`config.mk`:
```
export PLATFORM = sky130hd
export DESIGN_NAME = key_color_entry
export DESIGN_NICKNAME = d
export VERILOG_FILES = /design/src/rtl/colormix_pkg.sv /design/src/rtl/key_event_debouncer.sv /design/src/rtl/key_color_entry.sv
export SDC_FILE = /design/constraint.sdc
export NUM_CORES = 1
export LEC_CHECK = 0
export BUFFER_PORTS_ARGS = -buffer_cell sky130_fd_sc_hd__buf_2
export CAP_MARGIN = 20
export CORE_MARGIN = 3
export CORE_UTILIZATION = 30
export DETAILED_ROUTE_END_ITERATION = 7
export HOLD_SLACK_MARGIN = 0.03
export PLACE_DENSITY = 0.6
export SLEW_MARGIN = 20
export SYNTH_ARGS = -nofsm -noshare
export SYNTH_HDL_FRONTEND = slang
export SYNTH_SLANG_ARGS = --single-unit
export TNS_END_PERCENT = 50
```
`constraint.sdc`:
```
create_clock -name clk50 -period 2.8 [get_ports clk50]
set_input_delay 0.28 -clock clk50 [delete_from_list [all_inputs] [get_ports clk50]]
set_output_delay 0.28 -clock clk50 [all_outputs]
set_load 0.03 [all_outputs]
```
`src/rtl/colormix_pkg.sv`:
```
// rtl/colormix_pkg.sv - shared constants and types for the ColorMix key entry path
// Purpose: key map constants, FSM state encoding and channel-select encodings
//          used by key_color_entry and its debouncer.
// Ports:   none (package).
package colormix_pkg;

  localparam logic [3:0] KEY_SEL_R  = 4'hA;
  localparam logic [3:0] KEY_SEL_G  = 4'hB;
  localparam logic [3:0] KEY_SEL_B  = 4'hC;
  localparam logic [3:0] KEY_CLR    = 4'hD;
  localparam logic [3:0] KEY_CANCEL = 4'hE;
  localparam logic [3:0] KEY_ENTER  = 4'hF;

  typedef enum logic [1:0] {
    ST_IDLE   = 2'd0,
    ST_ENTRY  = 2'd1,
    ST_COMMIT = 2'd2
  } state_t;

  localparam logic [1:0] CHAN_NONE = 2'b00;
  localparam logic [1:0] CHAN_R    = 2'b01;
  localparam logic [1:0] CHAN_G    = 2'b10;
  localparam logic [1:0] CHAN_B    = 2'b11;

  function automatic logic is_digit(input logic [3:0] k);
    return (k <= 4'd9);
  endfunction

  function automatic logic is_sel(input logic [3:0] k);
    return (k == KEY_SEL_R) || (k == KEY_SEL_G) || (k == KEY_SEL_B);
  endfunction

  // Only meaningful for the three select keys.
  function automatic logic [1:0] sel_to_chan(input logic [3:0] k);
    if (k == KEY_SEL_R) return CHAN_R;
    if (k == KEY_SEL_G) return CHAN_G;
    return CHAN_B;
  endfunction

endpackage

```
`src/rtl/key_event_debouncer.sv`:
```
// rtl/key_event_debouncer.sv - key_done synchroniser, debouncer and key code latch
// Purpose: turns the asynchronous keypad flag into one clean event per press.
// Ports:
//   i_clk       in  1  system clock
//   i_rst_n     in  1  asynchronous active-low reset
//   i_key_done  in  1  raw keypad key-detected flag (asynchronous)
//   i_key_code  in  4  key code, valid while i_key_done is high
//   o_key_evt   out 1  one-cycle event pulse
//   o_key_q     out 4  key code captured with the event
module key_event_debouncer #(
  parameter int DEB_CYCLES = 16
) (
  input  logic       i_clk,
  input  logic       i_rst_n,
  input  logic       i_key_done,
  input  logic [3:0] i_key_code,
  output logic       o_key_evt,
  output logic [3:0] o_key_q
);

  localparam int CNT_W = $clog2(DEB_CYCLES + 1);
  localparam logic [CNT_W-1:0] CNT_LAST = CNT_W'(DEB_CYCLES - 1);

  logic [1:0]       r_sync;
  logic             r_armed;
  logic [CNT_W-1:0] r_cnt;
  logic             r_evt;
  logic [3:0]       r_key;
  logic             w_synced;

  assign w_synced = r_sync[1];

  // Armed: count consecutive high cycles, fire on the last one and disarm.
  // Disarmed: count consecutive low cycles before re-arming. Any sample at
  // the wrong level restarts the count, so bounces never accumulate.
  always_ff @(posedge i_clk or negedge i_rst_n) begin
    if (!i_rst_n) begin
      r_sync  <= 2'b00;
      r_armed <= 1'b0;
      r_cnt   <= '0;
      r_evt   <= 1'b0;
      r_key   <= 4'h0;
    end else begin
      r_sync <= {r_sync[0], i_key_done};
      r_evt  <= 1'b0;
      if (r_armed) begin
        if (w_synced) begin
          if (r_cnt == CNT_LAST) begin
            r_evt   <= 1'b1;
            r_key   <= i_key_code;
            r_armed <= 1'b0;
            r_cnt   <= '0;
          end else begin
            r_cnt <= r_cnt + CNT_W'(1);
          end
        end else begin
          r_cnt <= '0;
        end
      end else begin
        if (!w_synced) begin
          if (r_cnt == CNT_LAST) begin
            r_armed <= 1'b1;
            r_cnt   <= '0;
          end else begin
            r_cnt <= r_cnt + CNT_W'(1);
          end
        end else begin
          r_cnt <= '0;
        end
      end
    end
  end

  assign o_key_evt = r_evt;
  assign o_key_q   = r_key;

endmodule

```
`src/rtl/key_color_entry.sv`:
```
// rtl/key_color_entry.sv - keystroke-to-RGB entry FSM for the ColorMix datapath
// Purpose: selects a channel, accumulates up to three decimal digits with
//          saturation, and commits the value into the {R,G,B} colour register.
// Ports:
//   clk50        in  1         system clock
//   rst_n        in  1         asynchronous active-low reset
//   key_code     in  4         keypad code, valid while key_done is high
//   key_done     in  1         keypad key-detected flag (asynchronous)
//   color        out 3*CHAN_W  committed colour {R,G,B}
//   color_valid  out 1         one-cycle pulse on commit
//   chan_sel     out 2         current channel (00 none, 01 R, 10 G, 11 B)
//   entry_val    out CHAN_W    live accumulator
//   err          out 1         one-cycle pulse on rejected key or timeout
module key_color_entry
  import colormix_pkg::*;
#(
  parameter int CHAN_W     = 8,
  parameter int DEB_CYCLES = 16,
  parameter int TIMEOUT    = 250_000_000
) (
  input  logic                  clk50,
  input  logic                  rst_n,
  input  logic [3:0]            key_code,
  input  logic                  key_done,
  output logic [3*CHAN_W-1:0]   color,
  output logic                  color_valid,
  output logic [1:0]            chan_sel,
  output logic [CHAN_W-1:0]     entry_val,
  output logic                  err
);

  localparam int TMO_W = $clog2(TIMEOUT + 1);
  localparam logic [TMO_W-1:0]    TMO_LAST    = TMO_W'(TIMEOUT - 1);
  localparam logic [CHAN_W+3:0]   ACC_MAX_EXT = {4'b0000, {CHAN_W{1'b1}}};

  logic                w_key_evt;
  logic [3:0]          w_key_q;

  state_t              r_state,   w_state_nxt;
  logic [1:0]          r_chan,    w_chan_nxt;
  logic [CHAN_W-1:0]   r_acc,     w_acc_nxt;
  logic [1:0]          r_ndig,    w_ndig_nxt;
  logic [TMO_W-1:0]    r_tmo,     w_tmo_nxt;
  logic [3*CHAN_W-1:0] r_color,   w_color_nxt;
  logic                r_valid,   w_valid_nxt;
  logic                r_err,     w_err_nxt;
  logic                r_pend,    w_pend_nxt;
  logic [3:0]          r_pend_key, w_pend_key_nxt;

  logic                w_evt;
  logic [3:0]          w_key;
  logic [CHAN_W+3:0]   w_prod;
  logic [CHAN_W-1:0]   w_acc_sat;

  key_event_debouncer #(.DEB_CYCLES(DEB_CYCLES)) u_deb (
    .i_clk      (clk50),
    .i_rst_n    (rst_n),
    .i_key_done (key_done),
    .i_key_code (key_code),
    .o_key_evt  (w_key_evt),
    .o_key_q    (w_key_q)
  );

  // An event that lands during COMMIT is parked and replayed in IDLE.
  assign w_evt = w_key_evt | r_pend;
  assign w_key = r_pend ? r_pend_key : w_key_q;

  // Wide enough that 255*10+9 cannot wrap before saturation.
  assign w_prod    = {4'b0000, r_acc} * (CHAN_W+4)'(10) + (CHAN_W+4)'(w_key);
  assign w_acc_sat = (w_prod > ACC_MAX_EXT) ? {CHAN_W{1'b1}} : w_prod[CHAN_W-1:0];

  always_comb begin
    w_state_nxt    = r_state;
    w_chan_nxt     = r_chan;
    w_acc_nxt      = r_acc;
    w_ndig_nxt     = r_ndig;
    w_tmo_nxt      = '0;
    w_color_nxt    = r_color;
    w_valid_nxt    = 1'b0;
    w_err_nxt      = 1'b0;
    w_pend_nxt     = 1'b0;
    w_pend_key_nxt = r_pend_key;

    case (r_state)
      ST_IDLE: begin
        if (w_evt) begin
          if (is_sel(w_key)) begin
            w_state_nxt = ST_ENTRY;
            w_chan_nxt  = sel_to_chan(w_key);
            w_acc_nxt   = '0;
            w_ndig_nxt  = 2'd0;
          end else if (w_key != KEY_CANCEL) begin
            w_err_nxt = 1'b1;
          end
        end
      end

      ST_ENTRY: begin
        w_tmo_nxt = r_tmo + TMO_W'(1);
        if (w_evt) begin
          w_tmo_nxt = '0;
          if (is_digit(w_key)) begin
            if (r_ndig == 2'd3) begin
              w_err_nxt = 1'b1;
            end else begin
              w_acc_nxt  = w_acc_sat;
              w_ndig_nxt = r_ndig + 2'd1;
            end
          end else if (is_sel(w_key)) begin
            w_chan_nxt = sel_to_chan(w_key);
            w_acc_nxt  = '0;
            w_ndig_nxt = 2'd0;
          end else if (w_key == KEY_CLR) begin
            w_acc_nxt  = '0;
            w_ndig_nxt = 2'd0;
          end else if (w_key == KEY_CANCEL) begin
            w_state_nxt = ST_IDLE;
            w_chan_nxt  = CHAN_NONE;
            w_acc_nxt   = '0;
            w_ndig_nxt  = 2'd0;
          end else begin
            if (r_ndig == 2'd0) begin
              w_err_nxt = 1'b1;
            end else begin
              w_state_nxt = ST_COMMIT;
            end
          end
        end else if (r_tmo == TMO_LAST) begin
          w_err_nxt   = 1'b1;
          w_state_nxt = ST_IDLE;
          w_chan_nxt  = CHAN_NONE;
          w_acc_nxt   = '0;
          w_ndig_nxt  = 2'd0;
          w_tmo_nxt   = '0;
        end
      end

      ST_COMMIT: begin
        case (r_chan)
          CHAN_R:  w_color_nxt[3*CHAN_W-1 -: CHAN_W] = r_acc;
          CHAN_G:  w_color_nxt[2*CHAN_W-1 -: CHAN_W] = r_acc;
          CHAN_B:  w_color_nxt[CHAN_W-1:0]           = r_acc;
          default: w_color_nxt = r_color;
        endcase
        w_valid_nxt = 1'b1;
        w_chan_nxt  = CHAN_NONE;
        w_acc_nxt   = '0;
        w_ndig_nxt  = 2'd0;
        w_state_nxt = ST_IDLE;
        if (w_key_evt) begin
          w_pend_nxt     = 1'b1;
          w_pend_key_nxt = w_key_q;
        end
      end

      default: begin
        w_state_nxt = ST_IDLE;
        w_chan_nxt  = CHAN_NONE;
        w_acc_nxt   = '0;
        w_ndig_nxt  = 2'd0;
      end
    endcase
  end

  always_ff @(posedge clk50 or negedge rst_n) begin
    if (!rst_n) begin
      r_state    <= ST_IDLE;
      r_chan     <= CHAN_NONE;
      r_acc      <= '0;
      r_ndig     <= 2'd0;
      r_tmo      <= '0;
      r_color    <= '0;
      r_valid    <= 1'b0;
      r_err      <= 1'b0;
      r_pend     <= 1'b0;
      r_pend_key <= 4'h0;
    end else begin
      r_state    <= w_state_nxt;
      r_chan     <= w_chan_nxt;
      r_acc      <= w_acc_nxt;
      r_ndig     <= w_ndig_nxt;
      r_tmo      <= w_tmo_nxt;
      r_color    <= w_color_nxt;
      r_valid    <= w_valid_nxt;
      r_err      <= w_err_nxt;
      r_pend     <= w_pend_nxt;
      r_pend_key <= w_pend_key_nxt;
    end
  end

  assign color       = r_color;
  assign color_valid = r_valid;
  assign chan_sel    = r_chan;
  assign entry_val   = r_acc;
  assign err         = r_err;

endmodule

```
Word-level counts from Yosys, hierarchy flattened

Cells that the tools add are included.

Multiplexer cells: 90
Multiply operators: 1
Bitwise gates (word level): 1
Add/sub/neg operators: 4
Order comparisons: 2
Equal/unequal tests: 25
Reductions and logical operators: 12

Operators with widths:

| kind                    | count |
|---|---|
| $mux W28                | 3 |
| $mux W8                 | 10 |
| $mux W2                 | 29 |
| $mux W1                 | 38 |
| $add A28 B1 Y28 const B | 1 |
| $eq A28 B28 Y1 const B  | 1 |
| $eq A4 B4 Y1 const B    | 5 |
| $mux W5                 | 4 |
| $ne A4 B4 Y1 const B    | 5 |
| $pmux W8 S2             | 1 |
| $add A12 B4 Y12         | 1 |
| $gt A12 B8 Y1 const B   | 1 |
| $ne A3 B3 Y1 const B    | 4 |
| $pmux W2 S2             | 3 |
| $mul A8 B3 Y11 const B  | 1 |
| $eq A2 B2 Y1 const B    | 4 |
| $reduce_and A2 Y1       | 4 |
| $reduce_and A7 Y1       | 1 |
| $ne A6 B6 Y1 const B    | 1 |
| $reduce_and A6 Y1       | 1 |
| $add A5 B1 Y5 const B   | 1 |
| $eq A5 B4 Y1 const B    | 1 |
| $reduce_and A5 Y1       | 1 |
| $eq A2 B1 Y1 const B    | 2 |
| other kinds (9)         | 12 |

Bits in registers: 86
Input bits: 7
Output and inout port bits: 36
Logic and storage cells: 152

Longest topological paths before layout

Gate-level depths: netlist (run 1).

Word-level depth: 19
Depth in mapped cells: 10
Depth with buffers taken out: 9

Modules after synthesis

From an unflattened synthesis (run 1), not the netlist that was laid out.

Cells, all modules: 402
Area total of the unflattened synthesis: 4400.5 um^2

By module, submodules not included:

| module              | times used | area each (um^2) | sequential area each (um^2) | cells an instance |
|---|---|---|---|---|
| key_color_entry     | 1          | 3902.5           | 1826.8                      | 368 |
| key_event_debouncer | 1          | 498.0            | 325.3                       | 34 |

Worst setup path before layout (run 1)

OpenSTA, ideal clock, no wires.

Kind: reg-to-reg
From: register r_acc[1] (netlist: entry_val[1])
To: register r_acc[0] (netlist: entry_val[0])
Buffers on the path: 0
Path slack: -0.383 ns
Clock period less this slack: 3.183 ns
Setup time: 0.118 ns
Arrival time: 3.065 ns
Cell stages (with the launch flop): 10
Data required time: 2.682 ns
Cell sequence: dfrtp_1 -> ha_1 -> ha_1 -> fa_1 -> nand2_1 -> or2_2 -> nor4_1 -> mux2i_1 -> a31oi_1 -> a21o_1

Word-level cells in the longest chain between the ends: 8

Ends and longest elaborated chain:

| item                     | line                   | RTL |
|---|---|---|
| start: declaration       | key_color_entry.sv:41  | `logic [CHAN_W-1:0] r_acc, w_acc_nxt;` |
| start signal: assignment | key_color_entry.sv:180 | `r_acc <= w_acc_nxt;` |
| $mul A8 B3 Y11           | key_color_entry.sv:69  | `assign w_prod = {4'b0000, r_acc} * (CHAN_W+4)'(10) + (CHAN_W+4)'(w_key);` |
| $add A12 B4 Y12          | key_color_entry.sv:69  |  |
| $gt A12 B8 Y1            | key_color_entry.sv:70  | `assign w_acc_sat = (w_prod > ACC_MAX_EXT) ? {CHAN_W{1'b1}} : w_prod[CHAN_W-1:0];` |
| $mux W8                  | key_color_entry.sv:70  |  |
| $mux W8                  | key_color_entry.sv:103 | `if (r_ndig == 2'd3) begin` |
| $mux W8                  | key_color_entry.sv:102 | `if (is_digit(w_key)) begin` |
| $mux W8                  | key_color_entry.sv:100 | `if (w_evt) begin` |
| $pmux W8 S2              | key_color_entry.sv:84  | `case (r_state)` |

No other way between the ends. The select of a mux whose other input is x is not followed.
A chain may end at the register's enable or synchronous reset.

Worst setup path in the final report (run 1)

From: register r_acc[3] (netlist: entry_val[3])
To: register r_acc[6] (netlist: entry_val[6])

Word-level cells in the longest chain between the ends: 8

Ends and longest elaborated chain:

| item                | line |
|---|---|
| $mul A8 B3 Y11 (*)  | key_color_entry.sv:69 |
| $add A12 B4 Y12 (*) | key_color_entry.sv:69 |
| $gt A12 B8 Y1       | key_color_entry.sv:70 |
| $mux W8 (*)         | key_color_entry.sv:70 |
| $mux W8 (*)         | key_color_entry.sv:103 |
| $mux W8 (*)         | key_color_entry.sv:102 |
| $mux W8 (*)         | key_color_entry.sv:100 |
| $pmux W8 S2 (*)     | key_color_entry.sv:84 |

Mark *: on every way between the ends. The rest lies on a longest branch, timed or not. The select of a mux whose other input is x is not followed.

==> report_table.html, run 1 <==
<table>
<tr><th>Metric</th><th>Value</th></tr>
<tr><th colspan="2">STA</th></tr>
<tr><td>Final Slew Violations</td><td>0</td></tr>
<tr><td>Tightest slew margin relative to the limit</td><td>47.8%</td></tr>
<tr><td>Worst-Margin Slew</td><td>0.783 ns</td></tr>
<tr><td>Maximum operating frequency</td><td>0.367 GHz</td></tr>
<tr><td>Max Clock Skew</td><td>0.00805 ns</td></tr>
<tr><td>Final count of negative-setup-slack endpoints</td><td>0</td></tr>
<tr><td>Tmin final</td><td>2.73 ns</td></tr>
<tr><td>Final worst hold slack</td><td>0.0455 ns</td></tr>
<tr><td>Total count of hold-check failures in the final report</td><td>0</td></tr>
<tr><td>Share of the cycle needed by the critical path after routing</td><td>97.4%</td></tr>
<tr><th colspan="2">Worst setup path</th></tr>
<tr><td>Most common cell on crit path</td><td>ha_4</td></tr>
<tr><td>Worst Path Required</td><td>3.04 ns</td></tr>
<tr><td>Startpoint type of the worst setup path</td><td>flip-flop</td></tr>
<tr><td>Worst-path maximum fanout</td><td>8</td></tr>
<tr><td>Cell Chain, Critical Path</td><td>ha_4 -&gt; ha_4 -&gt; fa_2 -&gt; nand2_1 -&gt; or2_4 -&gt; nor4_4 -&gt; mux2i_2 -&gt; buf_4 -&gt; a31oi_1 -&gt; a21o_1</td></tr>
<tr><td>Reg-to-reg startpoint</td><td>entry_val[3]$_DFFE_PN0P_</td></tr>
<tr><td>Endpoint class of the critical path</td><td>flip-flop</td></tr>
<tr><td>Arrival time reported for the critical path endpoint</td><td>2.97 ns</td></tr>
<tr><td>Worst-path cell with the longest stage delay</td><td>fa_2</td></tr>
<tr><td>Worst Path Class, Setup</td><td>reg -&gt; reg</td></tr>
<tr><td>First element of the critical path</td><td>entry_val[3]$_DFFE_PN0P_</td></tr>
<tr><td>Slowest Stage Delay on Critical Path</td><td>0.54 ns</td></tr>
<tr><td>Crit-path leading delay family</td><td>adder cells</td></tr>
<tr><td>CP bufs+invs</td><td>1</td></tr>
<tr><th colspan="2">CTS</th></tr>
<tr><td>Clock slew at reported path FFs</td><td>0.07 ns</td></tr>
<tr><td>Library cell used as clock root buffer</td><td>clkbuf_16</td></tr>
<tr><td>Clock latency reported for the late side of the worst-skew pair</td><td>0.34 ns</td></tr>
<tr><td>TritonCTS Buffers</td><td>9</td></tr>
<tr><td>Clock Tree Buf Depth</td><td>2</td></tr>
<tr><td>Depth of the CTS H-tree</td><td>3</td></tr>
<tr><td>Clock sink count</td><td>86</td></tr>
<tr><td>TritonCTS clock tree</td><td>built</td></tr>
<tr><th colspan="2">Final layout</th></tr>
<tr><td>Net total in the final layout</td><td>500</td></tr>
<tr><td>Non-filler instance count after layout</td><td>656</td></tr>
<tr><td>Final cell utilization of the core</td><td>37.8%</td></tr>
<tr><td>Share of post-route cells with drive strength above 1</td><td>29.8%</td></tr>
<tr><td>Area growth, synth to finish</td><td>21.2%</td></tr>
<tr><td>Final instance area</td><td>5340 µm²</td></tr>
<tr><td>Antenna cell count</td><td>0</td></tr>
<tr><th colspan="2">Logic synthesis</th></tr>
<tr><td>Post-synthesis instance area</td><td>4400 µm²</td></tr>
<tr><td>Share of the synthesized area in the top cell type</td><td>48.9%</td></tr>
<tr><td>Number of nets produced by synthesis</td><td>431</td></tr>
<tr><td>Synth Flop Type</td><td>dfrtp_1</td></tr>
<tr><td>Async SR Flop Fraction</td><td>100%</td></tr>
<tr><td>Avg Synthesized Cell Area</td><td>10.9 µm²</td></tr>
<tr><td>Largest cells by area after synthesis</td><td>dfrtp_1 (49%), mux2_2 (8.7%), ha_1 (5.4%), xor2_1 (3.2%), nor2_1 (3.1%)</td></tr>
<tr><td>Share of synthesized area occupied by flip-flops and latches</td><td>48.9%</td></tr>
<tr><td>#FFs+latches synth</td><td>86</td></tr>
<tr><td>Number of distinct library cells after synthesis</td><td>53</td></tr>
<tr><td>Synthesized netlist cell count</td><td>403</td></tr>
<tr><td>Largest area contributor in the netlist</td><td>dfrtp_1</td></tr>
<tr><td>Warnings, synthesis</td><td>0</td></tr>
<tr><td>Count of flip-flops with a built-in enable after synthesis</td><td>0</td></tr>
<tr><th colspan="2">Pwr</th></tr>
<tr><td>Sum of internal, switching and leakage power</td><td>2.43 mW</td></tr>
<tr><td>Leakage power figure</td><td>2.58 nW</td></tr>
<tr><td>Maximum VDD drop</td><td>351 µV</td></tr>
<tr><td>Power density over the cells</td><td>456 nW/µm²</td></tr>
<tr><th colspan="2">Route</th></tr>
<tr><td>First DRT Iteration DRCs</td><td>186</td></tr>
<tr><td>Detailed-route wire length per cell</td><td>14.6 µm</td></tr>
<tr><td>Number of iterations in the first detailed-routing pass</td><td>4</td></tr>
<tr><td>Mean number of vias per cell</td><td>4.91</td></tr>
<tr><td>Via count of the routed design</td><td>3220</td></tr>
<tr><td>Post-route ant nets</td><td>0</td></tr>
<tr><td>WL final</td><td>9600 µm</td></tr>
<tr><td>Remaining routing DRC violations</td><td>0</td></tr>
<tr><th colspan="2">Place</th></tr>
<tr><td>Detailed-placement wirelength estimate</td><td>7010 µm</td></tr>
<tr><td>I/O Buffers</td><td>42</td></tr>
<tr><td>RD Place Congestion</td><td>0.833</td></tr>
<tr><td>Instance count after placement with tap cells included</td><td>638</td></tr>
<tr><td>Placed Area</td><td>5000 µm²</td></tr>
<tr><th colspan="2">Min path</th></tr>
<tr><td>Type of the worst min-delay path</td><td>in -&gt; reg</td></tr>
<tr><td>Startpoint of the lowest-slack hold path</td><td>key_done</td></tr>
<tr><th colspan="2">Floorplan</th></tr>
<tr><td>FP Rows</td><td>43</td></tr>
<tr><td>Die boundary height</td><td>127 µm</td></tr>
<tr><td>Horizontal die dimension</td><td>127 µm</td></tr>
<tr><td>Starting density of the core</td><td>31.2%</td></tr>
<tr><td>Std-Cell Core Area</td><td>14100 µm²</td></tr>
<tr><td>Die ar.</td><td>16200 µm²</td></tr>
<tr><td>Boundary Pins</td><td>43</td></tr>
<tr><th colspan="2">Global route</th></tr>
<tr><td>Total grt overflow</td><td>0</td></tr>
<tr><td>Wire length of the first global-routing pass</td><td>16200 µm</td></tr>
<tr><td>Vias in the first global route</td><td>3294</td></tr>
<tr><td>Global-route usage over all layers</td><td>12.5%</td></tr>
<tr><td>Pin count of the biggest net entering global routing</td><td>38</td></tr>
<tr><td>Number of antenna violations at the first check in global routing</td><td>0</td></tr>
<tr><th colspan="2">Job</th></tr>
<tr><td>Maximum capacitance violations</td><td>0</td></tr>
<tr><th colspan="2">Outcome</th></tr>
<tr><td>Result of the run</td><td>complete, no violations</td></tr>
</table>
==> report_power, final <==
| group | switching [mW] | total (mW) | internal [mW] |
|---|---|---|---|
| Combinational | 0.0297 | 0.0405 | 0.0107 |
| Clock | 0.510 | 1.14 | 0.630 |
| Sequential | 0.00508 | 1.25 | 1.25 |
==> cells by family after synthesis <==
| group | Yosys count | share of synthesized area, % |
|---|---|---|
| AO/OA/AOI/OAI | 63 | 9.84 |
| XOR/XNOR | 29 | 5.77 |
| adder cells (fa/ha/maj) | 21 | 6.31 |
| buffers and inverters | 24 | 2.39 |
| flip-flops | 86 | 48.9 |
| multiplexers | 37 | 9.38 |
| AND/OR/NAND/NOR | 143 | 17.4 |
==> metal layers <==
layer | up-vias | share of wire, % | global-route usage (%)
met2 | 52 | 49 | 20.7
li1 | 1573 | - | -
met5 | - | 0 | 0
met3 | 11 | 3.6 | 3.26
met4 | 0 | 1.2 | 3.60
met1 | 1584 | 46 | 16.1
==> area by class of cell <==
type / instances / area (µm²)
Fill cell: 1375 / 8760
Clock buffer: 10 / 239
Multi-Input combinational cell: 293 / 2210
Timing Repair Buffer: 68 / 410
Sequential cell: 86 / 2160
Tap cell: 180 / 225
Clock inverter: 5 / 42.5
Inverter: 14 / 52.6
==> sequential cells by signal, indices dropped and copies added (netlist names), 2 cells and up, named ones only <==
register	flops
chan_sel	2
color	24
entry_val	8
r_ndig	2
r_pend_key	4
r_state	2
r_tmo	28
u_deb.o_key_q	4
u_deb.r_cnt	5
u_deb.r_sync	2
==> through the flow <==
stage | setup TNS, ns | setup slack, ns
after floorplan | 0 | 0.00806
after detailed placement | -0.0190 | -0.00985
after CTS | 0 | 0.00227
after global placement | 0 | 0.0758
final | 0 | 0.0723
after global routing | -0.000854 | -0.000854
==> worst register-to-register path, cell delays in order (launching register included) <==
cell	delay [ns]
dfrtp_2	0.43
ha_4	0.25
ha_4	0.17
fa_2	0.55
nand2_1	0.08
or2_4	0.25
nor4_4	0.19
mux2i_2	0.26
buf_4	0.19
a31oi_1	0.10
a21o_1	0.17
==> cells in the final DEF (no fill, tap or decap), types with 4 or more instances in the layout <==
| master | n |
|---|---|
| a21o_1 | 11 |
| nor2b_1 | 8 |
| dfrtp_1 | 82 |
| dfrtp_2 | 4 |
| xor2_1 | 16 |
| o21ai_0 | 11 |
| nand2_1 | 31 |
| a31oi_1 | 10 |
| ha_1 | 16 |
| nor3_1 | 5 |
| a211oi_1 | 5 |
| xnor2_1 | 13 |
| buf_2 | 41 |
| nor2_1 | 36 |
| nand3_1 | 12 |
| inv_1 | 14 |
| buf_4 | 26 |
| clkbuf_16 | 9 |
| a21oi_1 | 14 |
| or3_1 | 6 |
| mux2_2 | 34 |
| and3_1 | 8 |
| nand4_1 | 6 |
==> final timing paths <==
| kind | slack (ns) | to | depth (start not counted) |
|---|---|---|---|
| worst max-delay path | 0.07 | entry_val[6]$_DFFE_PN0P_ | 10 |
| worst min-delay path | 0.05 | u_deb.r_sync[0]$_DFF_PN0_ | 1 |
| worst max register to register | 0.07 | entry_val[6]$_DFFE_PN0P_ | 10 |
| worst min register to register | 0.36 | u_deb.r_sync[1]$_DFF_PN0_ | 0 |
| max in group asynchronous | 1.64 | r_tmo[18]$_DFF_PN0_ | 3 |
| min in group asynchronous | 0.43 | color[11]$_DFFE_PN0P_ | 2 |
==> synth_stat cells (10+ instances only) <==
cell type	count
xnor2_1	13
a21oi_1	15
a21o_1	11
dfrtp_1	86
a31oi_1	10
o21ai_0	11
nor2_1	36
nand3_1	12
xor2_1	16
ha_1	19
mux2_2	34
inv_1	14
nand2_1	31
==> repair_timing <==
action	4_1_cts	5_1_grt
pin swaps	2	2
resized for setup	2	4
setup buffers	1	1
hold buffers	1	0
endpoints found under the hold margin	35	0
gates cloned	0	0
setup endpoints to repair	8	8
(Power assumes the default switching activity.)
==> run 2: changes to the inputs <==
==> constraint.sdc (replaced) <==
create_clock -name clk50 -period 2.8 [get_ports clk50]
set_input_delay 0.56 -clock clk50 [delete_from_list [all_inputs] [get_ports clk50]]
set_output_delay 0.56 -clock clk50 [all_outputs]
set_load 0.03 [all_outputs]
==> run 2 against run 1 <==
Effect of this change:
- core utilization hardly changed
- clock skew about the same
- sequential share of layout area is essentially flat
- via count is 1.0% higher
- sequential power about the same
- hold slack gained 0.18 ns
- non-clock buffer count down 1
- count of clock-buffer cells in the layout decreased by 1
==> report_table.html, run 2 (synthesized netlist as in run 1, its figures left out) <==
<table>
<tr><th>Metric</th><th>Value</th></tr>
<tr><th colspan="2">STA</th></tr>
<tr><td>Max Clock Skew</td><td>0.00810 ns (was 0.00805 ns)</td></tr>
<tr><td>Total count of hold-check failures in the final report</td><td>0 (unchanged)</td></tr>
<tr><td>Final setup TNS</td><td>0 ns (unchanged)</td></tr>
<tr><td>Final worst hold slack</td><td>0.221 ns (was 0.0455 ns)</td></tr>
<tr><td>Tmin final</td><td>2.71 ns (was 2.73 ns)</td></tr>
<tr><td>Tightest slew margin relative to the limit</td><td>47.9% (was 47.8%)</td></tr>
<tr><td>Maximum operating frequency</td><td>0.369 GHz (was 0.367 GHz)</td></tr>
<tr><td>Share of the cycle needed by the critical path after routing</td><td>96.7% (was 97.4%)</td></tr>
<tr><td>RSZ-0062 raised after global routing</td><td>no</td></tr>
<tr><td>Final Slew Violations</td><td>0 (unchanged)</td></tr>
<tr><td>Worst-Margin Slew</td><td>0.782 ns (was 0.783 ns)</td></tr>
<tr><td>Final count of negative-setup-slack endpoints</td><td>0 (unchanged)</td></tr>
<tr><th colspan="2">Final layout</th></tr>
<tr><td>Antenna cell count</td><td>0 (unchanged)</td></tr>
<tr><td>Leading cell type in the layout, fill and taps excluded</td><td>dfrtp_1 (unchanged)</td></tr>
<tr><td>Storage cell area</td><td>2160 µm² (about the same)</td></tr>
<tr><td>Largest register by flop count</td><td>r_tmo (unchanged)</td></tr>
<tr><td>Share of post-route cells with drive strength above 1</td><td>29.4% (was 29.8%)</td></tr>
<tr><td>Multi-input logic area</td><td>2190 µm² (was 2210 µm²)</td></tr>
<tr><td>Final instance area</td><td>5340 µm² (about the same)</td></tr>
<tr><td>Most frequent cells in the layout</td><td>dfrtp_1 (83), buf_2 (41), nor2_1 (36), mux2_2 (34), nand2_1 (31) (was dfrtp_1 (82), buf_2 (41), nor2_1 (36), mux2_2 (34), nand2_1 (31))</td></tr>
<tr><td>Number of flip-flops under the largest register name</td><td>28 (unchanged)</td></tr>
<tr><td>Net total in the final layout</td><td>499 (was 500)</td></tr>
<tr><td>Area growth, synth to finish</td><td>21.3% (was 21.2%)</td></tr>
<tr><td>Final-layout fill cell count</td><td>1394 (was 1375)</td></tr>
<tr><td>Non-filler instance count after layout</td><td>656 (unchanged)</td></tr>
<tr><th colspan="2">Floorplan</th></tr>
<tr><td>Die boundary height</td><td>127 µm (unchanged)</td></tr>
<tr><td>Horizontal die dimension</td><td>127 µm (unchanged)</td></tr>
<tr><td>Die ar.</td><td>16200 µm² (unchanged)</td></tr>
<tr><td>Std-Cell Core Area</td><td>14100 µm² (unchanged)</td></tr>
<tr><td>Boundary Pins</td><td>43 (unchanged)</td></tr>
<tr><td>FP Rows</td><td>43 (unchanged)</td></tr>
<tr><td>Starting density of the core</td><td>31.2% (unchanged)</td></tr>
<tr><th colspan="2">Global route</th></tr>
<tr><td>Global-route usage over all layers</td><td>12.2% (was 12.5%)</td></tr>
<tr><td>Total grt overflow</td><td>0 (unchanged)</td></tr>
<tr><td>Vias in the first global route</td><td>3241 (was 3294)</td></tr>
<tr><td>Number of antenna violations at the first check in global routing</td><td>0 (unchanged)</td></tr>
<tr><td>Pin count of the biggest net entering global routing</td><td>51 (was 38)</td></tr>
<tr><td>Wire length of the first global-routing pass</td><td>15900 µm (was 16200 µm)</td></tr>
<tr><th colspan="2">Route</th></tr>
<tr><td>WL final</td><td>9540 µm (was 9600 µm)</td></tr>
<tr><td>Remaining routing DRC violations</td><td>0 (unchanged)</td></tr>
<tr><td>Post-route ant nets</td><td>0 (unchanged)</td></tr>
<tr><td>First DRT Iteration DRCs</td><td>177 (was 186)</td></tr>
<tr><td>Via count of the routed design</td><td>3253 (was 3220)</td></tr>
<tr><td>Number of iterations in the first detailed-routing pass</td><td>4 (unchanged)</td></tr>
<tr><td>Mean number of vias per cell</td><td>4.96 (was 4.91)</td></tr>
<tr><td>Detailed-route wire length per cell</td><td>14.5 µm (was 14.6 µm)</td></tr>
<tr><th colspan="2">CTS</th></tr>
<tr><td>Depth of the CTS H-tree</td><td>3 (unchanged)</td></tr>
<tr><td>Clock sink count</td><td>86 (unchanged)</td></tr>
<tr><td>TritonCTS clock tree</td><td>built (unchanged)</td></tr>
<tr><td>Count of hold buffers inserted by post-cts repair</td><td>0 (was 1)</td></tr>
<tr><td>Clock latency reported for the late side of the worst-skew pair</td><td>0.35 ns (was 0.34 ns)</td></tr>
<tr><td>Clock Tree Buf Depth</td><td>2 (unchanged)</td></tr>
<tr><td>Library cell used as clock root buffer</td><td>clkbuf_16 (unchanged)</td></tr>
<tr><td>Clock slew at reported path FFs</td><td>0.07 ns (about the same)</td></tr>
<tr><td>TritonCTS Buffers</td><td>9 (unchanged)</td></tr>
<tr><th colspan="2">Worst setup path</th></tr>
<tr><td>Startpoint type of the worst setup path</td><td>flip-flop (unchanged)</td></tr>
<tr><td>Worst-case register-to-register setup slack</td><td>0.09 ns (was 0.07 ns)</td></tr>
<tr><td>R2R Path End</td><td>entry_val[1]$_DFFE_PN0P_ (was entry_val[6]$_DFFE_PN0P_)</td></tr>
<tr><td>Worst-path maximum fanout</td><td>8 (unchanged)</td></tr>
<tr><td>Arrival time reported for the critical path endpoint</td><td>2.95 ns (was 2.97 ns)</td></tr>
<tr><td>Endpoint class of the critical path</td><td>flip-flop (unchanged)</td></tr>
<tr><td>Reg-to-reg startpoint</td><td>entry_val[3]$_DFFE_PN0P_ (unchanged)</td></tr>
<tr><td>Worst Path Class, Setup</td><td>reg -&gt; reg (unchanged)</td></tr>
<tr><td>Worst Path Required</td><td>3.04 ns (about the same)</td></tr>
<tr><td>Depth of the worst register-to-register path</td><td>10 (unchanged)</td></tr>
<tr><th colspan="2">Place</th></tr>
<tr><td>Placed Area</td><td>5010 µm² (was 5000 µm²)</td></tr>
<tr><td>I/O Buffers</td><td>42 (unchanged)</td></tr>
<tr><td>Detailed-placement wirelength estimate</td><td>6980 µm (was 7010 µm)</td></tr>
<tr><td>RD Place Congestion</td><td>0.832 (was 0.833)</td></tr>
<tr><td>Instance count after placement with tap cells included</td><td>639 (was 638)</td></tr>
<tr><th colspan="2">Job</th></tr>
<tr><td>Maximum capacitance violations</td><td>0 (unchanged)</td></tr>
<tr><th colspan="2">Pwr</th></tr>
<tr><td>Power density over the cells</td><td>477 nW/µm² (was 456 nW/µm²)</td></tr>
<tr><td>Leakage power figure</td><td>2.59 nW (was 2.58 nW)</td></tr>
<tr><td>Maximum VDD drop</td><td>273 µV (was 351 µV)</td></tr>
<tr><th colspan="2">Outcome</th></tr>
<tr><td>Result of the run</td><td>complete, no violations (unchanged)</td></tr>
<tr><th colspan="2">Min path</th></tr>
<tr><td>Type of the worst min-delay path</td><td>in -&gt; async (was in -&gt; reg)</td></tr>
</table>
[run 2: worst max-delay path: stages (launching register included)]
cell and delay, ns:
dfrtp_2 0.43, ha_4 0.25, ha_4 0.17, fa_2 0.54, nand2_1 0.06, or2_4 0.24
nor4_4 0.24, mux2i_2 0.23, buf_4 0.17, a31oi_1 0.09, a21o_1 0.16
[run 2: final cells by class]
type,instances,share of cell area [%]
flip-flops and latches,86,40.4
clock buffers,9,4.22
inverters,14,0.985
multi-input cells,293,41.1
well taps,180,4.22
clock inverters,7,1.62
repair buffers,67,7.50
[run 2: worst max path at each step]
stage / startpoint / endpoint / slack [ns] / cells past startpoint
2_1_floorplan: entry_val[1]$_DFFE_PN0P_ / entry_val[3]$_DFFE_PN0P_ / 0.008 / 9
3_3_place_gp: entry_val[3]$_DFFE_PN0P_ / entry_val[3]$_DFFE_PN0P_ / 0.08 / 10
3_5_place_dp: entry_val[3]$_DFFE_PN0P_ / entry_val[1]$_DFFE_PN0P_ / 0.06 / 10
4_1_cts: entry_val[3]$_DFFE_PN0P_ / entry_val[1]$_DFFE_PN0P_ / 0.05 / 10
5_1_grt: entry_val[3]$_DFFE_PN0P_ / entry_val[5]$_DFFE_PN0P_ / 0.02 / 9
6_report: entry_val[3]$_DFFE_PN0P_ / entry_val[1]$_DFFE_PN0P_ / 0.09 / 10
[run 2: what timing repair did]
item,CTS,global route
setup buffers,0,1
gates resized for setup,0,2
endpoints found under the setup margin,0,8
[run 2: per-layer routing]
metal  share of wire [%]  track usage [%]  vias up  wire length, µm
met1                  45             15.3     1619             4310
met3                 3.7             3.34       11              356
met2                  50             20.6       58             4760
met4                 1.2             3.41        0              112
li1                    -                -     1565                -
met5                   0                0        -                0
[run 2: where the power goes]
group | internal, mW | switching, mW
registers | 1.25 | 0.00468
clock network | 0.713 | 0.539
logic | 0.0106 | 0.0300
total | 1.97 | 0.574
[run 2: metrics by stage]
step	util [%]	setup WS (ns)	total power [mW]
2_1_floorplan	-	0.00806	1.28
3_3_place_gp	35.5	0.0814	1.32
3_5_place_dp	35.5	0.0603	1.32
4_1_cts	37.7	0.0506	2.59
5_1_grt	37.9	0.0178	2.65
6_report	37.9	0.0933	2.54
